===== src/rtl/fpam_rbuf.sv =====
// Result FIFO between the fpam datapath (no backpressure) and a stallable consumer.
// Head entry is shown combinationally and classified; drops and NaN results are tracked.
module fpam_rbuf #(
    parameter int DEPTH = 8
) (
    input  logic                     clk,
    input  logic                     rst,
    input  logic                     pushin,
    input  logic [63:0]              z,
    input  logic                     stopin,
    output logic                     pushout,
    output logic [63:0]              zout,
    output logic [2:0]               zclass,
    output logic [$clog2(DEPTH):0]   count,
    output logic                     ovf,
    output logic [15:0]              nancnt
);
    localparam int AW = $clog2(DEPTH);
    localparam logic [AW:0] FULL_CNT = (AW+1)'(DEPTH);

    logic [63:0]   mem_q [DEPTH];
    logic [AW-1:0] wr_ptr_q, wr_ptr_d;
    logic [AW-1:0] rd_ptr_q, rd_ptr_d;
    logic [AW:0]   count_q, count_d;
    logic          ovf_q, ovf_d;
    logic [15:0]   nancnt_q, nancnt_d;
    logic          pop, push, full, z_is_nan;
    logic [10:0]   head_exp;
    logic [51:0]   head_frac;

    assign full     = (count_q == FULL_CNT);
    assign pushout  = (count_q != '0);
    assign pop      = pushout && !stopin;
    // A full buffer still accepts a word when the head leaves in the same cycle.
    assign push     = pushin && !rst && (!full || pop);
    assign z_is_nan = (z[62:52] == 11'h7FF) && (z[51:0] != 52'd0);

    always_comb begin
        wr_ptr_d = wr_ptr_q;
        rd_ptr_d = rd_ptr_q;
        count_d  = count_q;
        ovf_d    = ovf_q;
        nancnt_d = nancnt_q;
        if (push)
            wr_ptr_d = wr_ptr_q + 1'b1;
        if (pop)
            rd_ptr_d = rd_ptr_q + 1'b1;
        if (push && !pop)
            count_d = count_q + 1'b1;
        else if (pop && !push)
            count_d = count_q - 1'b1;
        if (pushin && full && !pop)
            ovf_d = 1'b1;
        if (push && z_is_nan && (nancnt_q != 16'hFFFF))
            nancnt_d = nancnt_q + 16'd1;
    end

    always_ff @(posedge clk) begin
        if (rst) begin
            wr_ptr_q <= '0;
            rd_ptr_q <= '0;
            count_q  <= '0;
            ovf_q    <= 1'b0;
            nancnt_q <= '0;
        end else begin
            wr_ptr_q <= wr_ptr_d;
            rd_ptr_q <= rd_ptr_d;
            count_q  <= count_d;
            ovf_q    <= ovf_d;
            nancnt_q <= nancnt_d;
        end
    end

    // Storage is not reset; only the pointers and count define validity.
    always_ff @(posedge clk) begin
        if (push)
            mem_q[wr_ptr_q] <= z;
    end

    assign zout      = mem_q[rd_ptr_q];
    assign head_exp  = zout[62:52];
    assign head_frac = zout[51:0];

    always_comb begin
        zclass = 3'd0;
        if (head_exp == 11'h7FF)
            zclass = (head_frac != 52'd0) ? 3'd4 : 3'd3;
        else if (head_exp == 11'h000)
            zclass = (head_frac != 52'd0) ? 3'd2 : 3'd1;
    end

    assign count  = count_q;
    assign ovf    = ovf_q;
    assign nancnt = nancnt_q;
endmodule


===== config.mk =====
export PLATFORM = sky130hd
export DESIGN_NAME = fpam_rbuf
export DESIGN_NICKNAME = d
export VERILOG_FILES = /design/src/rtl/fpam_rbuf.sv
export SDC_FILE = /design/constraint.sdc
export NUM_CORES = 1
export LEC_CHECK = 0
export BUFFER_PORTS_ARGS = -buffer_cell sky130_fd_sc_hd__clkbuf_2
export CAP_MARGIN = 0
export CORE_MARGIN = 2
export CORE_UTILIZATION = 30
export CTS_CLUSTER_DIAMETER = 100
export DETAILED_ROUTE_END_ITERATION = 8
export MAX_ROUTING_LAYER = met4
export PLACE_DENSITY = 0.49
export SKIP_LAST_GASP = 1
export SLEW_MARGIN = 20
export SYNTH_ARGS = -nofsm -noshare
export SYNTH_HDL_FRONTEND = slang
export SYNTH_SLANG_ARGS = --single-unit
export TNS_END_PERCENT = 20

===== constraint.sdc =====
create_clock -name clk -period 9.3 [get_ports clk]
set_clock_uncertainty 0.05 [all_clocks]
set_input_delay 0.465 -clock clk [delete_from_list [all_inputs] [get_ports clk]]
set_output_delay 0.465 -clock clk [all_outputs]
set_load 0.01 [all_outputs]

==> flow_metrics.env, run 1 <==
export IMPL_ant_nets=0
export IMPL_p_leak_nw=7.77
export IMPL_cts_root_buffer="clkbuf_16"
export IMPL_vias=10228
export IMPL_crit_required_ns=8.79
export IMPL_antenna_found_initial=7
export IMPL_setup_tns_ns=0
export IMPL_syn_num_nets=1061
export IMPL_post_synth_instance_area_sq_mm=0.0210
export IMPL_path_class="reg2out"
export IMPL_ir_worst_vdd_mv=0.133
export IMPL_drv_slew=0
export IMPL_cts_resized=0
export IMPL_layout_nets=1250
export IMPL_grt_pass1_wl_um=74000
export IMPL_first_global_vias=10616
export IMPL_async_reset_ff_share_pct=0
export IMPL_num_rows=97
export IMPL_synth_top_family_by_area="multiplexers"
export IMPL_synthXorXnorAreaFrac_pct=0.834
export IMPL_rrSetupSlack_ns=5.97
export IMPL_ys_ff_latch=542
export IMPL_worstSetupStartpointType="register"
export IMPL_slew_limit_headroom_pct=30.5
export IMPL_powerDensity_mw_per_mm2=236
export IMPL_finalWirelength_um=51100
export IMPL_whs_path_depth=1
export IMPL_clock_sinks=542
export IMPL_grt_busiest_layer="met2"
export IMPL_start_util_pct=30.2
export IMPL_layout_commonest_cell="edfxtp_1"
export IMPL_cts_tree="done"
export IMPL_place_congestion=0.745
export IMPL_mostFrequentLayoutCells="512 x edfxtp_1, 156 x clkbuf_2, 128 x mux4_2, 55 x clkbuf_16, 52 x mux2_2"
export IMPL_cp_data_arrival_time_ns=4.73
export IMPL_initialDrtViolationCount=727
export IMPL_synth_compound_area_share_pct=0.542
export IMPL_cts_buffers_inserted=55
export IMPL_die_w_um=269
export IMPL_postCtsHoldBufs=0
export IMPL_worst_r2r_path_depth=7
export IMPL_instances_no_fill=2167
export IMPL_finalHoldViolations=0
export IMPL_wl_per_cell_um=23.6
export IMPL_fin_hold_ws_ns=0.0864
export IMPL_path_clk_slew_ns=0.06
export IMPL_r2r_end="mem_q[1][11]"
export IMPL_overflow=0
export IMPL_seq_area_frac_synth_pct=76.0
export IMPL_dieArea_sq_mm=0.0722
export IMPL_die_y_um=269
export IMPL_dp_hpwl_um=29600
export IMPL_grt_usage_pct=14.6
export IMPL_numPortBuffers=156
export IMPL_tightest_slew_ns=1.04
export IMPL_synth_top_flop_cell="edfxtp_1"
export IMPL_synth_edf_count=512
export IMPL_finalCritPeriodShare_pct=56.4
export IMPL_fin_crit_ns=5.24
export IMPL_syn_area_per_cell_sq_um=21.3
export IMPL_remaining_drc_errors=0
export IMPL_synthSimpleGateAreaFrac_pct=3.44
export IMPL_viasPerCell=4.72
export IMPL_post_cts_buffers=0
export IMPL_crit_end="zclass[1]"
export IMPL_drt_pass1_iterations=4
export IMPL_use_met2_pct=22.7
export IMPL_crit_fanout=122
export IMPL_grt_max_degree=123
export IMPL_drive_above_1_share_pct=36.4
export IMPL_crit_path_end_kind="output pin"
export IMPL_area_growth_syn_to_layout_pct=17.5
export IMPL_fmax_mhz=191
export IMPL_yosysUniqueCellTypes=37
export IMPL_coreArea_sq_mm=0.0697
export IMPL_yosys_warnings=0
export IMPL_finalSetupViolations=0
export IMPL_synthMuxAreaShare_pct=17.3
export IMPL_h_tree_depth=2
export IMPL_drv_cap=0
export IMPL_rsz0062_at_grt="false"
export IMPL_use_met1_pct=19.5
export IMPL_placedCellCount=2058
export IMPL_outcome="completed"
export IMPL_synth_cells=986
export IMPL_clk_latency_ns=0.60
export IMPL_io_pins=157
export IMPL_cts_max_path_buffers=3
export IMPL_reg2reg_from="count[0]"
export IMPL_hold_class="in2reg"
export IMPL_synthAdderAreaFrac_pct=0.453
export IMPL_use_met3_pct=3.44
## cell usage after synthesis (all sizes together), types with 7 or more instances
library cell / count / area (sq um)
nand3: 9 / 45.0
nand4: 16 / 100
a21oi: 10 / 50.1
nor3: 11 / 55.1
edfxtp: 512 / 15400
dfxtp: 30 / 601
xnor2: 7 / 61.3
clkbuf: 8 / 30.0
nor4: 28 / 175
nor2: 41 / 154
nand2: 13 / 48.8
mux4: 128 / 2880
xor2: 13 / 114
mux2i: 17 / 170
buf: 37 / 193
inv: 19 / 71.3
mux2: 52 / 586
## where the power goes
part | total, mW | switching, mW | internal (mW)
clock | 2.09 | 0.923 | 1.17
combinational | 0.937 | 0.514 | 0.424
sequential | 2.79 | 0.0486 | 2.74
## through the flow
stage          utilization [%]  setup slack [ns]  power (mW)  area [sq um]
5_1_grt                   35.5              3.75        6.08         24700
6_report                  35.5              4.06        5.82         24700
2_1_floorplan                -              1.52        3.46         21000
3_5_place_dp              33.0              4.58        3.82         23000
3_3_place_gp              33.0              4.60        3.81         23000
4_1_cts                   35.4              3.89        5.92         24700
## state kept, by name, summed over array words and instances, names as in the netlist, named ones only
name / flops
rd_ptr_q: 3
ovf: 1
mem_q: 512
nancnt: 16
count: 4
wr_ptr_q: 3
## metal layers
metal	routed length [um]	up-vias
met5	0	-
met4	910	0
met3	2540	60
met2	24500	185
met1	23100	5488
li1	-	4495
## worst max-delay path, stage by stage (launching register included)
cell and delay [ns]:
dfxtp_4 0.35, buf_12 0.58, mux4_2 0.60, mux2_2 0.30, nor4_1 0.72, o211ai_1 0.22, nor4_1 0.28, nor3b_2 0.48
mux2i_1 0.25, clkbuf_2 0.15
## area by class of cell
type | count | area, sq um
Clock buffer | 74 | 1470
Sequential cell | 542 | 16000
Tap cell | 940 | 1180
Clock inverter | 29 | 234
Multi-Input combinational cell | 380 | 4790
Timing Repair Buffer | 177 | 951
Inverter | 19 | 71.3
Fill cell | 6554 | 45000
Antenna cell | 6 | 15.0
## cell families after synthesis
logic type | Yosys count
adders and majority gates | 7
xor gates and xnor gates | 20
DFF | 542
muxes | 197
and+or+nand+nor | 138
buffers and inverters | 64
AOI/OAI and AO/OA | 18
## worst min path at each step
stage,from,endpoint,slack (ns)
after global placement,ovf,ovf,0.42
after detailed placement,ovf,ovf,0.42
after CTS,z[49],mem_q[1][49],0.05
final,z[49],mem_q[0][49],0.09
after global routing,z[49],mem_q[1][49],0.06
after floorplan,rd_ptr_q[2],register,0.43
Note: power is estimated with default switching activity, not from simulation.
==> run 2, diff against run 1 <==
PLACE_DENSITY = 0.5   (was 0.49)
clock period = 4.3 ns   (was 9.3 ns; I/O delays follow)
==> flow_metrics.env, run 2 (synthesis results as in run 1) <==
export IMPL_area_growth_syn_to_layout_pct=23.8
export IMPL_drv_slew=0
export IMPL_p_leak_nw=8.33
export IMPL_fmax_mhz=242
export IMPL_utilization_pct=37.4
export IMPL_p_switching_mw=3.34
export IMPL_dp_hpwl_um=30400
export IMPL_slew_limit_headroom_pct=53.4
export IMPL_fin_crit_ns=4.14
export IMPL_hold_class="in2reg"
export IMPL_ir_worst_vdd_mv=0.280
export IMPL_layout_commonest_cell="edfxtp_1"
export IMPL_power_share_switching_pct=25.2
export IMPL_crit_required_ns=4.03
export IMPL_largest_reg_flops=512
export IMPL_cts_root_buffer="clkbuf_16"
export IMPL_finalSetupViolations=0
export IMPL_layout_nets=1345
export IMPL_cp_data_arrival_time_ns=3.87
export IMPL_fin_hold_ws_ns=0.0700
export IMPL_tightest_slew_ns=0.698
export IMPL_num_rows=97
export IMPL_pre_cts_slack_ns=-0.0973
export IMPL_grt_max_degree=65
export IMPL_p_int_mw=9.89
export IMPL_cts_buffers_inserted=56
export IMPL_rsz0062_at_grt="false"
export IMPL_path_clk_slew_ns=0.06
export IMPL_io_pins=157
export IMPL_die_w_um=269
export IMPL_cp_common_cell="buf_12"
export IMPL_place_congestion=0.747
export IMPL_crit_path_max_incr_delay_ns=0.49
export IMPL_ant_nets=0
export IMPL_remaining_drc_errors=0
export IMPL_clock_sinks=542
export IMPL_final_area_sq_mm=0.0260
export IMPL_mostFrequentLayoutCells="512 x edfxtp_1, 156 x clkbuf_2, 128 x mux4_2, 66 x dlygate4sd3_1, 58 x clkbuf_16"
export IMPL_h_tree_depth=2
export IMPL_setup_tns_ns=0
export IMPL_drive_above_1_share_pct=36.9
export IMPL_die_y_um=269
export IMPL_numPortBuffers=156
export IMPL_overflow=0
export IMPL_cp_slowest_cell="mux4_2"
export IMPL_crit_path_end_kind="output pin"
export IMPL_drt_pass1_iterations=5
export IMPL_postPlaceCellArea_sq_mm=0.0232
export IMPL_drv_cap=0
export IMPL_p_seq_share_pct=45.3
export IMPL_cp_num_buf_inv=4
export IMPL_cts_max_path_buffers=3
export IMPL_path_class="reg2out"
export IMPL_p_comb_share_pct=18.0
export IMPL_clk_latency_ns=0.59
export IMPL_dieArea_sq_mm=0.0722
export IMPL_p_clk_share_pct=36.7
export IMPL_finalCritPeriodShare_pct=96.3
export IMPL_worstSetupStartpointType="register"
export IMPL_finalWirelength_um=52700
export IMPL_initialDrtViolationCount=764
export IMPL_powerDensity_mw_per_mm2=509
export IMPL_vias=10780
export IMPL_coreArea_sq_mm=0.0697
export IMPL_nFillCells=6462
export IMPL_seqCellArea_sq_mm=0.0160
export IMPL_outcome="completed"
export IMPL_viasPerCell=4.77
export IMPL_finalHoldViolations=0
export IMPL_wl_per_cell_um=23.3
export IMPL_cts_tree="done"
export IMPL_regMostFlops="mem_q"
export IMPL_grt_usage_pct=15.1
export IMPL_multi_input_area_sq_mm=0.00488
export IMPL_first_global_vias=11154
export IMPL_start_util_pct=30.2
export IMPL_cp_top_family="simple AND/OR/NAND/NOR gates"
export IMPL_antenna_found_initial=7
export IMPL_final_setup_worst_slack_ns=0.160
export IMPL_path_cells="buf_12 > buf_12 > mux4_2 > mux2_2 > nor4_1 > nand4bb_1 > nor4_2 > nor3b_4 > buf_4 > mux2i_1 > clkbuf_2"
export IMPL_crit_fanout=13
export IMPL_grt_pass1_wl_um=76800
run 2: changes by cell type in the layout (fill, tap and decap cells not counted), sizes merged:
| cell | delta |
|---|---|
| inv | +1 |
| clkinvlp | +2 |
| clkbuf | -1 |
| bufinv | +5 |
| clkinv | -8 |
| buf | +27 |
| dlygate4sd3 | +66 |
run 2: stage by stage:
stage | power (mW) | std cells
final | 13.2 | 2259
after global routing | 13.8 | 2259
after CTS | 13.4 | 2248
after detailed placement | 8.32 | 2070
after global placement | 8.32 | 2070
after floorplan | 7.47 | 986
run 2: power groups by stage:
stage                     registers, mW  clock network (mW)  logic [mW]
after global routing               6.01                5.19        2.57
after detailed placement           6.23                   0        2.09
after CTS                          6.02                4.99        2.35
final                              6.00                4.86        2.38
after floorplan                    6.10                   0        1.37
after global placement             6.22                   0        2.09
run 2: timing repair:
item                       4_1_cts  5_1_grt
buffers inserted                11        4
pin swaps                        1        1
hold buffers                    66        0
resized for setup                8        6
setup endpoints to repair        3        2
gates cloned                     0        1
hold endpoints to repair       516        0
run 2: path summary, 6_finish.rpt:
kind	depth (start not counted)	start	to	slack, ns
worst min register to register	2	nancnt[15]	nancnt[15]	0.47
worst min-delay path	5	stopin	wr_ptr_q[2]	0.07
worst max-delay path	11	register	zclass[1]	0.16
worst max register to register	11	count[0]	count[3]	1.18
run 2: layout make-up:
type                            count  share of cell area, %
Clock buffer                       72                   5.74
Multi-Input combinational cell    380                   18.7
Inverter                           19                  0.274
Sequential cell                   542                   61.4
Tap cell                          940                   4.52
Clock inverter                     29                   1.30
Antenna cell                        6                 0.0577
Timing Repair Buffer              271                   7.92
run 2: routing by layer:
layer	track usage, %	part of all wire, %	vias up	routed length, um
met5	-	0	-	0
met2	24.1	49	229	25600
met4	3.59	2.0	0	1050
li1	-	-	4678	-
met1	20.0	44	5801	23400
met3	2.86	4.9	72	2570
run 2: worst min-delay path, stage by stage:
cell      delay, ns
clkbuf_2       0.12
nand3_1        0.10
nand3_1        0.11
xor2_1         0.06
nor2_1         0.07
